`src/rtl/hash_absorb_ctrl_if.sv`:
```
// Control, public-key memory, Keccak lane and permutation signals of the absorb controller.
interface hash_absorb_ctrl_if;
  localparam int unsigned MSG_W  = 128;
  localparam int unsigned ADDR_W = 11;
  localparam int unsigned WORD_W = 16;
  localparam int unsigned LANE_W = 64;

  logic              start;
  logic              abort;
  logic [MSG_W-1:0]  genmat_message;
  logic              mem_rd_en;
  logic [ADDR_W-1:0] mem_rd_addr;
  logic [WORD_W-1:0] mem_rd_PK;
  logic              lane_valid;
  logic [LANE_W-1:0] lane_data;
  logic              lane_ready;
  logic              perm_start;
  logic              perm_done;
  logic              busy;
  logic              done;

  // Controller side.
  modport master (
    input  start, abort, genmat_message, mem_rd_PK, lane_ready, perm_done,
    output mem_rd_en, mem_rd_addr, lane_valid, lane_data, perm_start, busy, done
  );

  // Environment side: job requester, key memory and Keccak core.
  modport slave (
    output start, abort, genmat_message, mem_rd_PK, lane_ready, perm_done,
    input  mem_rd_en, mem_rd_addr, lane_valid, lane_data, perm_start, busy, done
  );
endinterface

```
`src/rtl/hash_absorb_ctrl.sv`:
```
// Absorbs the public key (packed four 16-bit words per lane), then the two message
// lanes, then sponge padding, into a Keccak core one lane at a time.
module hash_absorb_ctrl #(
  parameter int unsigned PK_WORDS   = 580,
  parameter int unsigned PK_BASE    = 0,
  parameter int unsigned RATE_LANES = 21
) (
  input  logic             clk,
  input  logic             rst_n,
  hash_absorb_ctrl_if.master bus
);

  localparam int unsigned MSG_W       = 128;
  localparam int unsigned ADDR_W      = 11;
  localparam int unsigned WORD_W      = 16;
  localparam int unsigned LANE_W      = 64;
  localparam int unsigned PK_LANES    = PK_WORDS / 4;
  localparam int unsigned DATA_LANES  = PK_LANES + 2;
  localparam int unsigned DATA_REM    = DATA_LANES % RATE_LANES;
  localparam int unsigned PAD_LANES   = (DATA_REM == 0) ? RATE_LANES : (RATE_LANES - DATA_REM);
  localparam int unsigned TOTAL_LANES = DATA_LANES + PAD_LANES;
  localparam int unsigned IDX_W       = $clog2(TOTAL_LANES + 1);
  localparam int unsigned BLK_W       = (RATE_LANES > 1) ? $clog2(RATE_LANES) : 1;

  typedef enum logic [2:0] {
    S_IDLE, S_FETCH, S_PUSH, S_PERM, S_PAD, S_DONE
  } state_t;

  state_t            state, state_n;

  logic              rd_en_q, rd_en_n;
  logic [ADDR_W-1:0] rd_addr_q, rd_addr_n;
  logic              lane_valid_q, lane_valid_n;
  logic [LANE_W-1:0] lane_data_q, lane_data_n;
  logic              perm_start_q, perm_start_n;
  logic              busy_q, busy_n;
  logic              done_q, done_n;
  logic [MSG_W-1:0]  msg_q, msg_n;
  logic [IDX_W-1:0]  lane_idx_q, lane_idx_n;
  logic [BLK_W-1:0]  blk_cnt_q, blk_cnt_n;
  logic [2:0]        rd_cnt_q, rd_cnt_n;
  logic [1:0]        cap_idx_q, cap_idx_n;
  logic              rd_pend_q, rd_pend_n;

  logic              accept;
  logic              blk_last;
  logic              fetch_done;
  logic [IDX_W-1:0]  disp_idx;
  logic [BLK_W-1:0]  disp_blk;
  state_t            disp_state;
  logic [LANE_W-1:0] pad_lane;

  // Shared decode: lane handshake, block end, fetch completion and where the next lane comes from.
  always_comb begin
    accept     = 1'b0;
    blk_last   = 1'b0;
    fetch_done = 1'b0;
    disp_idx   = lane_idx_q;
    disp_blk   = blk_cnt_q;
    disp_state = S_DONE;
    pad_lane   = '0;

    accept     = ((state == S_PUSH) || (state == S_PAD)) && lane_valid_q && bus.lane_ready;
    blk_last   = (blk_cnt_q == BLK_W'(RATE_LANES - 1));
    fetch_done = (state == S_FETCH) && rd_pend_q && (cap_idx_q == 2'd3);

    // Leaving PERM the counters already point at the next lane; otherwise it is one past the current.
    if (state != S_PERM) begin
      disp_idx = lane_idx_q + IDX_W'(1);
      disp_blk = blk_cnt_q + BLK_W'(1);
    end

    if (disp_idx < IDX_W'(PK_LANES)) begin
      disp_state = S_FETCH;
    end else if (disp_idx < IDX_W'(DATA_LANES)) begin
      disp_state = S_PUSH;
    end else if (disp_idx < IDX_W'(TOTAL_LANES)) begin
      disp_state = S_PAD;
    end

    if (disp_idx == IDX_W'(DATA_LANES)) begin
      pad_lane[4:0] = 5'h1F;
    end
    if (disp_blk == BLK_W'(RATE_LANES - 1)) begin
      pad_lane[LANE_W-1] = 1'b1;
    end
  end

  // State register.
  always_ff @(posedge clk or negedge rst_n) begin
    if (!rst_n) begin
      state <= S_IDLE;
    end else begin
      state <= state_n;
    end
  end

  // Next-state logic; abort overrides any pending handshake or permutation completion.
  always_comb begin
    state_n = state;
    case (state)
      S_IDLE:  if (bus.start) state_n = (PK_LANES > 0) ? S_FETCH : S_PUSH;
      S_FETCH: if (fetch_done) state_n = S_PUSH;
      S_PUSH,
      S_PAD:   if (accept) state_n = blk_last ? S_PERM : disp_state;
      S_PERM:  if (bus.perm_done) state_n = disp_state;
      S_DONE:  state_n = S_IDLE;
      default: state_n = S_IDLE;
    endcase
    if (bus.abort && (state != S_IDLE)) begin
      state_n = S_IDLE;
    end
  end

  // Output and datapath next values, registered below.
  always_comb begin
    rd_en_n      = 1'b0;
    rd_addr_n    = rd_addr_q;
    lane_valid_n = lane_valid_q;
    lane_data_n  = lane_data_q;
    perm_start_n = 1'b0;
    busy_n       = (state_n != S_IDLE) && (state_n != S_DONE);
    done_n       = (state_n == S_DONE);
    msg_n        = msg_q;
    lane_idx_n   = lane_idx_q;
    blk_cnt_n    = blk_cnt_q;
    rd_cnt_n     = rd_cnt_q;
    cap_idx_n    = cap_idx_q;
    rd_pend_n    = 1'b0;

    case (state)
      S_IDLE: begin
        if (bus.start) begin
          msg_n        = bus.genmat_message;
          rd_addr_n    = ADDR_W'(PK_BASE);
          lane_idx_n   = '0;
          blk_cnt_n    = '0;
          cap_idx_n    = '0;
          lane_data_n  = '0;
          lane_valid_n = 1'b0;
          if (PK_LANES > 0) begin
            rd_en_n  = 1'b1;
            rd_cnt_n = 3'd1;
          end else begin
            lane_valid_n = 1'b1;
            lane_data_n  = bus.genmat_message[MSG_W-1:LANE_W];
          end
        end
      end
      S_FETCH: begin
        // Four back-to-back strobes; each word is captured the cycle after its strobe.
        rd_pend_n = rd_en_q;
        if (rd_en_q && (rd_cnt_q != 3'd4)) begin
          rd_en_n   = 1'b1;
          rd_addr_n = rd_addr_q + ADDR_W'(1);
          rd_cnt_n  = rd_cnt_q + 3'd1;
        end
        if (rd_pend_q) begin
          lane_data_n[{cap_idx_q, 4'd0} +: WORD_W] = bus.mem_rd_PK;
          cap_idx_n = cap_idx_q + 2'd1;
        end
        if (fetch_done) begin
          lane_valid_n = 1'b1;
        end
      end
      S_PUSH,
      S_PAD: begin
        if (accept) begin
          lane_valid_n = 1'b0;
          lane_idx_n   = lane_idx_q + IDX_W'(1);
          blk_cnt_n    = blk_last ? '0 : (blk_cnt_q + BLK_W'(1));
          perm_start_n = blk_last;
        end
      end
      default: ;
    endcase

    // Set up the next lane source on entry to FETCH, PUSH or PAD.
    if ((accept && !blk_last) || ((state == S_PERM) && bus.perm_done)) begin
      case (disp_state)
        S_FETCH: begin
          rd_en_n      = 1'b1;
          rd_addr_n    = rd_addr_q + ADDR_W'(1);
          rd_cnt_n     = 3'd1;
          cap_idx_n    = '0;
          lane_valid_n = 1'b0;
        end
        S_PUSH: begin
          lane_valid_n = 1'b1;
          lane_data_n  = (disp_idx == IDX_W'(PK_LANES)) ? msg_q[MSG_W-1:LANE_W] : msg_q[LANE_W-1:0];
        end
        S_PAD: begin
          lane_valid_n = 1'b1;
          lane_data_n  = pad_lane;
        end
        default: ;
      endcase
    end

    if (bus.abort && (state != S_IDLE)) begin
      rd_en_n      = 1'b0;
      rd_addr_n    = '0;
      lane_valid_n = 1'b0;
      lane_data_n  = '0;
      perm_start_n = 1'b0;
      busy_n       = 1'b0;
      done_n       = 1'b0;
      msg_n        = '0;
      lane_idx_n   = '0;
      blk_cnt_n    = '0;
      rd_cnt_n     = '0;
      cap_idx_n    = '0;
      rd_pend_n    = 1'b0;
    end
  end

  // Output and datapath registers.
  always_ff @(posedge clk or negedge rst_n) begin
    if (!rst_n) begin
      rd_en_q      <= 1'b0;
      rd_addr_q    <= '0;
      lane_valid_q <= 1'b0;
      lane_data_q  <= '0;
      perm_start_q <= 1'b0;
      busy_q       <= 1'b0;
      done_q       <= 1'b0;
      msg_q        <= '0;
      lane_idx_q   <= '0;
      blk_cnt_q    <= '0;
      rd_cnt_q     <= '0;
      cap_idx_q    <= '0;
      rd_pend_q    <= 1'b0;
    end else begin
      rd_en_q      <= rd_en_n;
      rd_addr_q    <= rd_addr_n;
      lane_valid_q <= lane_valid_n;
      lane_data_q  <= lane_data_n;
      perm_start_q <= perm_start_n;
      busy_q       <= busy_n;
      done_q       <= done_n;
      msg_q        <= msg_n;
      lane_idx_q   <= lane_idx_n;
      blk_cnt_q    <= blk_cnt_n;
      rd_cnt_q     <= rd_cnt_n;
      cap_idx_q    <= cap_idx_n;
      rd_pend_q    <= rd_pend_n;
    end
  end

  assign bus.mem_rd_en   = rd_en_q;
  assign bus.mem_rd_addr = rd_addr_q;
  assign bus.lane_valid  = lane_valid_q;
  assign bus.lane_data   = lane_data_q;
  assign bus.perm_start  = perm_start_q;
  assign bus.busy        = busy_q;
  assign bus.done        = done_q;

endmodule
```
`src/flat_wrapper.sv`:
```
// flat-port wrapper written by rule: the top's interface ports become plain ports
module hash_absorb_ctrl_flat 
#(
  parameter int unsigned PK_WORDS   = 580,
  parameter int unsigned PK_BASE    = 0,
  parameter int unsigned RATE_LANES = 21
)
  (clk, rst_n, bus_start, bus_abort, bus_genmat_message, bus_mem_rd_PK, bus_lane_ready, bus_perm_done, bus_mem_rd_en, bus_mem_rd_addr, bus_lane_valid, bus_lane_data, bus_perm_start, bus_busy, bus_done);
  hash_absorb_ctrl_if bus_i ();
  input  logic clk;
  input  logic rst_n;
  input wire logic [$bits(bus_i.start)-1:0] bus_start;
  input wire logic [$bits(bus_i.abort)-1:0] bus_abort;
  input wire logic [$bits(bus_i.genmat_message)-1:0] bus_genmat_message;
  input wire logic [$bits(bus_i.mem_rd_PK)-1:0] bus_mem_rd_PK;
  input wire logic [$bits(bus_i.lane_ready)-1:0] bus_lane_ready;
  input wire logic [$bits(bus_i.perm_done)-1:0] bus_perm_done;
  output wire logic [$bits(bus_i.mem_rd_en)-1:0] bus_mem_rd_en;
  output wire logic [$bits(bus_i.mem_rd_addr)-1:0] bus_mem_rd_addr;
  output wire logic [$bits(bus_i.lane_valid)-1:0] bus_lane_valid;
  output wire logic [$bits(bus_i.lane_data)-1:0] bus_lane_data;
  output wire logic [$bits(bus_i.perm_start)-1:0] bus_perm_start;
  output wire logic [$bits(bus_i.busy)-1:0] bus_busy;
  output wire logic [$bits(bus_i.done)-1:0] bus_done;
  assign bus_i.start = bus_start;
  assign bus_i.abort = bus_abort;
  assign bus_i.genmat_message = bus_genmat_message;
  assign bus_i.mem_rd_PK = bus_mem_rd_PK;
  assign bus_i.lane_ready = bus_lane_ready;
  assign bus_i.perm_done = bus_perm_done;
  assign bus_mem_rd_en = bus_i.mem_rd_en;
  assign bus_mem_rd_addr = bus_i.mem_rd_addr;
  assign bus_lane_valid = bus_i.lane_valid;
  assign bus_lane_data = bus_i.lane_data;
  assign bus_perm_start = bus_i.perm_start;
  assign bus_busy = bus_i.busy;
  assign bus_done = bus_i.done;
  hash_absorb_ctrl #(.PK_WORDS(PK_WORDS), .PK_BASE(PK_BASE), .RATE_LANES(RATE_LANES)) u_core (.clk(clk), .rst_n(rst_n), .bus(bus_i));
endmodule
```
`config.mk`:
```
export PLATFORM = sky130hd
export DESIGN_NAME = hash_absorb_ctrl_flat
export DESIGN_NICKNAME = d
export VERILOG_FILES = /design/src/rtl/hash_absorb_ctrl_if.sv /design/src/rtl/hash_absorb_ctrl.sv /design/src/flat_wrapper.sv
export SDC_FILE = /design/constraint.sdc
export NUM_CORES = 1
export LEC_CHECK = 0
export BUFFER_PORTS_ARGS = -buffer_cell sky130_fd_sc_hd__buf_4
export CAP_MARGIN = 15
export CELL_PAD_IN_SITES_DETAIL_PLACEMENT = 2
export CELL_PAD_IN_SITES_GLOBAL_PLACEMENT = 2
export CORE_MARGIN = 8
export CORE_UTILIZATION = 33
export CTS_CLUSTER_DIAMETER = 80
export DETAILED_ROUTE_END_ITERATION = 10
export PLACE_DENSITY = 0.86
export SYNTH_ARGS = -nofsm -noshare
export SYNTH_HDL_FRONTEND = slang
export SYNTH_SLANG_ARGS = --single-unit
```
`constraint.sdc`:
```
create_clock -name clk -period 2.5 [get_ports clk]
set_input_delay 0.75 -clock clk [delete_from_list [all_inputs] [get_ports clk]]
set_output_delay 0.75 -clock clk [all_outputs]
set_load 0.03 [all_outputs]
```
==> results.py, run 1 <==
metrics = {
    "detailed_routing": {
        "avgRoutedWirePerCell_um": 29.97,
        "routed.top_layer": "met5",
        "first_pass_iters": 5,
        "viasPerCell": 5.793,
        "ant_nets": 0,
        "wl_met3_um": 3265,
        "m1WireLength_um": 20510,
        "vias": 10098,
        "routed_wl_um": 52240,
        "route.detailed.drc": 0,
        "drtIter0Drc": 555,
        "met2_length_um": 26140,
    },
    "synth": {
        "syn-instance-count": 974,
        "synthTopCellsByCount": "dfrtp_1, a22o_1, nor2_1, nand2_1, clkbuf_1",
        "syn_area_sq_um": 11310,
        "synth_seq_area_share": 0.5089,
        "synth.largest_area_cell": "dfrtp_1",
        "synthArstFlopShare": 1.000,
        "syn_nets": 1135,
        "synth-main-ff-cell": "dfrtp_1",
        "synth_area_per_cell_sq_um": 11.61,
        "synth.yosys.warnings": 0,
        "synth_top_area_share": 0.5089,
        "synthMostInstantiatedCell": "dfrtp_1",
        "synth-edff-count": 0,
        "synth_area_leaders": "dfrtp_1, a22o_1, mux2_4",
        "ys_ff_latch": 230,
        "synthDistinctLibCells": 71,
    },
    "finish": {
        "final_nets": 1429,
        "drive_gt1_frac": 0.4401,
        "final_cells": 1743,
        "area_growth_syn_to_layout_pct": 39.02,
        "fillerInstances": 3397,
    },
    "worst_setup_path": {
        "criticalPathCategory": "reg2reg",
        "cp.arrival_ns": 3.25,
        "worst_setup_path_end_kind": "flop",
        "rr_worst_depth": 11,
        "cp-start-kind": "flop",
        "reg2reg_from": "u_core.lane_idx_q[1]",
        "required_ns": 2.97,
        "critPathLaunch": "u_core.lane_idx_q[1]",
        "crit_fanout": 13,
    },
    "timing": {
        "max_freq_ghz": 0.3595,
        "setup_viol_count_final": 74,
        "timing.final.ws_setup_ns": -0.2815,
        "worst_pin_slew_ns": 0.6865,
        "rsz0062_at_grt": "true",
        "relSlewSlack": 0.5406,
        "hold_viol_final": 0,
        "finalCritPeriodShare": 1.113,
        "period_needed_ns": 2.781,
        "fin_skew_ns": 0.01950,
        "drv_slew": 0,
    },
    "cts": {
        "cts-root-buf": "clkbuf_16",
        "htree_levels": 1,
        "clock_path_buffers": 3,
        "cts_sinks": 230,
        "cts_hold_buf": 0,
        "clkLatencyLatePin_ns": 0.56,
        "clkSlewWorstSetupHoldPaths_ns": 0.06,
        "numCtsBuffers": 27,
        "cts_tree": "built",
    },
    "status": {
        "violations": "negative setup slack",
        "status": "finished with violations",
    },
    "global_routing": {
        "grt_pass1_vias": 11747,
        "grt.overflow.total": 0,
        "grt_max_degree": 85,
        "grt_usage": 0.2427,
        "grt_pass1_wl_um": 76270,
        "antenna_found_initial": 3,
    },
    "floorplan": {
        "start_util": 0.3315,
        "pin_count": 230,
        "fp.dieH_um": 201.1,
        "fp-row-count": 68,
        "die_w_um": 201.1,
        "core_area_sq_um": 34120,
        "die-area_sq_um": 40450,
    },
    "worst_hold_path": {
        "min_path_type": "in2async",
    },
    "placement": {
        "place_inst": 1664,
        "numPortBuffers": 229,
        "hpwl_um": 32750,
        "gp_congestion": 0.8258,
    },
    "power": {
        "peakVddDrop_v": 0.0004526,
        "leakagePower_uw": 0.007566,
        "power_density_nw_per_um2": 938.3,
        "power_uw": 14750,
    },
    "job": {
        "cap_violations": 0,
    },
}
-- state kept, by name (all words and copies together) (netlist names) --
register / count
u_core.bus.done: 1
u_core.msg_q: 128
u_core.bus.lane_valid: 1
u_core.cap_idx_q: 2
u_core.bus.busy: 1
u_core.bus.perm_start: 1
u_core.rd_pend_q: 1
u_core.rd_cnt_q: 3
u_core.state: 3
u_core.blk_cnt_q: 5
u_core.lane_idx_q: 8
u_core.bus.mem_rd_addr: 11
u_core.bus.lane_data: 64
u_core.bus.mem_rd_en: 1
-- final cells by class --
class                      instances  area [sq um]  area share
timing repair buffer             344          2982      0.1896
antenna                            2         5.005   0.0003183
clock inverter                    13         176.4     0.01122
multi-input combinational        654          5440      0.3460
clock buffer                      34         752.0     0.04783
tap                              455         569.3     0.03621
inverter                          11         41.29    0.002626
sequential                       230          5757      0.3661
-- worst max-delay path, stage by stage (launching register included) --
cell and delay, ns:
dfrtp_1 0.41, ha_2 0.21, and3_4 0.16, or4_4 0.44, a21oi_4 0.18, o21a_4 0.16, buf_6 0.10, nand3b_4 0.07
and4b_4 0.40, bufbuf_16 0.33, a22oi_1 0.10, nor2_1 0.14
-- power by group --
part	internal, uW	switching, uW
logic	2140	2670
clock network	2530	1710
registers	4810	896
total	9480	5270
-- per-layer routing --
metal,global-route usage,vias up
met5,0,-
met4,0.1004,2
met3,0.06095,140
met2,0.4189,363
met1,0.2844,5309
li1,-,4284
-- per-stage QoR --
stage	setup WS (ns)	util	TNS, ns	hold WS (ns)	cell area, sq um
6_report	-0.2815	0.4608	-14.14	0.1640	15720
5_1_grt	-0.3128	0.4608	-18.16	0.1890	15720
4_1_cts	-0.1961	0.4534	-10.47	0.1798	15470
3_5_place_dp	-0.2549	0.4132	-8.092	0.4783	14100
3_3_place_gp	-0.1389	0.4132	-1.780	0.4691	14100
2_1_floorplan	-0.1484	-	-8.022	0.4544	11420
-- path summary, 6_finish.rpt --
path                                             to  slack [ns]
max in group asynchronous  u_core.bus.lane_data[53]        1.65
max                        u_core.bus.lane_data[11]       -0.28
min                           u_core.bus.perm_start        0.16
max reg2reg                u_core.bus.lane_data[11]       -0.28
min in group clk                  u_core.msg_q[126]        0.42
min reg2reg                        u_core.msg_q[17]        0.50
-- repair_timing --
action / in CTS / in global routing
buffers inserted: 10 / 9
cloned: 8 / 5
resized for setup: 37 / 33
pin swaps: 10 / 9
setup endpoints to repair: 71 / 84
-- cell usage in the layout (no fill, tap or decap), types with 5 or more instances in the layout --
cell and instances:
buf_4 313, dfrtp_1 229, a22o_1 187, nor2_1 64, nand2_1 51, mux2_4 43
a22oi_2 43, clkbuf_16 31, o21ai_0 27, nor2_2 23, a22oi_1 21, mux2_2 16
nand3_1 13, and3_1 12, a21oi_1 12, inv_1 11, buf_12 11, ha_1 10
nor3_1 8, buf_6 7, o31ai_1 6, xnor2_1 5, mux2i_1 5, a221oi_2 5
o21bai_1 5, a21o_1 5, clkinv_2 5, clkbuf_8 5, buf_16 5
-- cells by family (layout without fill, tap and decap cells) --
family,Yosys count,in the layout,synth area share
adders and majority gates,11,11,0.01217
other,0,2,0
AOI/OAI and AO/OA,352,353,0.2577
and+or+nand+nor,218,218,0.09714
xor gates and xnor gates,8,8,0.006196
DFF,230,230,0.5089
muxes,64,64,0.07578
buffers and inverters,91,402,0.04215
No activity file was read; power rests on OpenSTA's default activity.
==> run 2: changes to the inputs <==
--- a/config.mk
+++ b/config.mk
@@ -14,6 +14,7 @@
 export CTS_CLUSTER_DIAMETER = 80
 export DETAILED_ROUTE_END_ITERATION = 10
 export PLACE_DENSITY = 0.86
+export RECOVER_POWER = 100
 export SYNTH_ARGS = -nofsm -noshare
 export SYNTH_HDL_FRONTEND = slang
 export SYNTH_SLANG_ARGS = --single-unit
==> results.py, run 2 (synthesis gave the netlist of run 1 again) <==
metrics = {
    "detailed_routing": {
        "route.detailed.drc": 0,
        "ant_nets": 0,
        "vias": 10082,
        "first_pass_iters": 5,
        "routed_wl_um": 52000,
        "avgRoutedWirePerCell_um": 29.85,
        "drtIter0Drc": 606,
        "viasPerCell": 5.788,
    },
    "cts": {
        "clock_path_buffers": 3,
        "clkLatencyLatePin_ns": 0.55,
        "clkSlewWorstSetupHoldPaths_ns": 0.06,
        "htree_levels": 1,
        "cts-root-buf": "clkbuf_16",
        "cts_sinks": 230,
        "cts_tree": "built",
        "numCtsBuffers": 27,
    },
    "floorplan": {
        "die-area_sq_um": 40450,
        "start_util": 0.3315,
        "core_area_sq_um": 34120,
        "fp.dieH_um": 201.1,
        "fp-row-count": 68,
        "pin_count": 230,
        "die_w_um": 201.1,
    },
    "worst_setup_path": {
        "crit_fanout": 13,
        "worst_path_max_delay_cell": "or4_4",
        "crit_buf_inv": 3,
        "critPathTopFamily": "simple AND/OR/NAND/NOR gates",
        "cpPeakStageDelay_ns": 0.56,
        "rr_worst_depth": 11,
        "required_ns": 2.96,
        "path_depth": 11,
        "criticalPathCategory": "reg2reg",
        "cp.arrival_ns": 3.26,
        "worst_setup_path_end_kind": "flop",
        "cp-start-kind": "flop",
        "crit_chain": "buf_4, nand3_2, or4_4, a21oi_4, o21a_4, buf_6, nand3b_4, and4b_4, bufbuf_16, a22oi_1, nor2_1",
    },
    "finish": {
        "top_register": "u_core.msg_q",
        "final_nets": 1429,
        "seqCellArea_sq_um": 5757,
        "area_growth_syn_to_layout_pct": 35.40,
        "multi_input_area_sq_um": 5440,
        "drive_gt1_frac": 0.3740,
        "final_common_cell": "dfrtp_1",
        "final_cells": 1742,
        "largest_reg_flops": 128,
        "layout_common_cells": "dfrtp_1, buf_4, a22o_1, clkbuf_1, nor2_1",
        "fillerInstances": 3465,
        "finish.utilization": 0.4488,
    },
    "status": {
        "violations": "max-capacitance violations, max-slew violations, negative setup slack",
        "status": "finished with violations",
    },
    "timing": {
        "timing.final.ws_setup_ns": -0.2976,
        "period_needed_ns": 2.798,
        "finalCritPeriodShare": 1.119,
        "setup_viol_count_final": 74,
        "drv_slew": 63,
        "relSlewSlack": -0.1943,
        "rsz0062_at_grt": "true",
        "worst_pin_slew_ns": 1.792,
        "hold_viol_final": 0,
        "fin_skew_ns": 0.01853,
        "max_freq_ghz": 0.3574,
        "whs_ns": 0.4218,
    },
    "placement": {
        "gp_congestion": 0.8258,
        "numPortBuffers": 229,
        "place_inst": 1664,
        "hpwl_um": 32750,
        "place_ws_ns": -0.2549,
    },
    "power": {
        "clkPwrFrac": 0.290,
        "p_sw_uw": 5234,
        "pwr-share-seq": 0.390,
        "peakVddDrop_v": 0.0004530,
        "power_density_nw_per_um2": 953.2,
        "leakagePower_uw": 0.007177,
        "power_uw": 14600,
        "p_comb_frac": 0.320,
        "p_sw_frac": 0.3585,
        "p_int_uw": 9364,
    },
    "global_routing": {
        "grt_pass1_vias": 11747,
        "antenna_found_initial": 3,
        "grt_max_degree": 85,
        "grt.overflow.total": 0,
        "grt_pass1_wl_um": 76270,
        "grt_usage": 0.2427,
    },
    "worst_hold_path": {
        "worstHoldPathCells": 2,
        "min_path_type": "in2reg",
    },
    "job": {
        "cap_violations": 1,
    },
}
==> run 2: cell count changes in the layout (fill, tap and decap cells not counted), sizes merged <==
cell / delta
buf: -96
clkbuf: +96
diode: -1
==> run 2: timing repair <==
| item | CTS | global route |
|---|---|---|
| pin swaps | 10 | 9 |
| buffers inserted | 10 | 9 |
| gates cloned | 8 | 5 |
| endpoints found under the hold margin | 0 | 0 |
| gates resized for setup | 37 | 33 |
| hold buffers | 0 | 0 |
| setup endpoints to repair | 71 | 84 |
==> run 2: power groups by stage <==
stage	registers (uW)	clock network, uW	logic [uW]
finish	5700	4230	4670
global route	5780	4410	4970
CTS	5650	4280	4720
detailed placement	5650	0	4540
global placement	5560	0	4300
floorplan	5490	0	2800
==> run 2: final timing paths <==
kind / startpoint / slack (ns) / to
max: u_core.lane_idx_q[1] / -0.30 / u_core.bus.lane_data[11]
min: bus_genmat_message[126] / 0.42 / u_core.msg_q[126]
max reg2reg: u_core.lane_idx_q[1] / -0.30 / u_core.bus.lane_data[11]
min reg2reg: u_core.msg_q[127] / 0.50 / u_core.msg_q[127]
max in group asynchronous: rst_n / 0.30 / u_core.msg_q[32]
min in group asynchronous: rst_n / 0.68 / u_core.bus.perm_start
==> run 2: layer usage <==
layer | global-route usage | vias to the layer above | share of wire
li1 | - | 4285 | -
met1 | 0.2844 | 5269 | 0.39
met2 | 0.4189 | 380 | 0.50
met3 | 0.06095 | 144 | 0.064
met4 | 0.1004 | 4 | 0.047
met5 | 0 | - | 0.00050
==> run 2: through the flow <==
stage | TNS [ns] | area (sq um)
after floorplan | -8.022 | 11420
final | -14.06 | 15310
after CTS | -10.47 | 15470
after detailed placement | -8.092 | 14100
after global placement | -1.780 | 14100
after global routing | -18.25 | 15310
==> run 2: layout make-up <==
type	instances	area share
sequential	230	0.3759
multi-input combinational	654	0.3553
timing repair buffer	344	0.1682
clock buffer	34	0.04911
tap	455	0.03718
clock inverter	13	0.01152
inverter	11	0.002696
antenna	1	0.0001634
==> run 2: worst reg2reg max path, cell delays in order (launching register included) <==
cell and delay (ns):
dfrtp_1 0.39, buf_4 0.18, nand3_2 0.09, or4_4 0.56
a21oi_4 0.18, o21a_4 0.16, buf_6 0.10, nand3b_4 0.07
and4b_4 0.40, bufbuf_16 0.33, a22oi_1 0.10, nor2_1 0.16
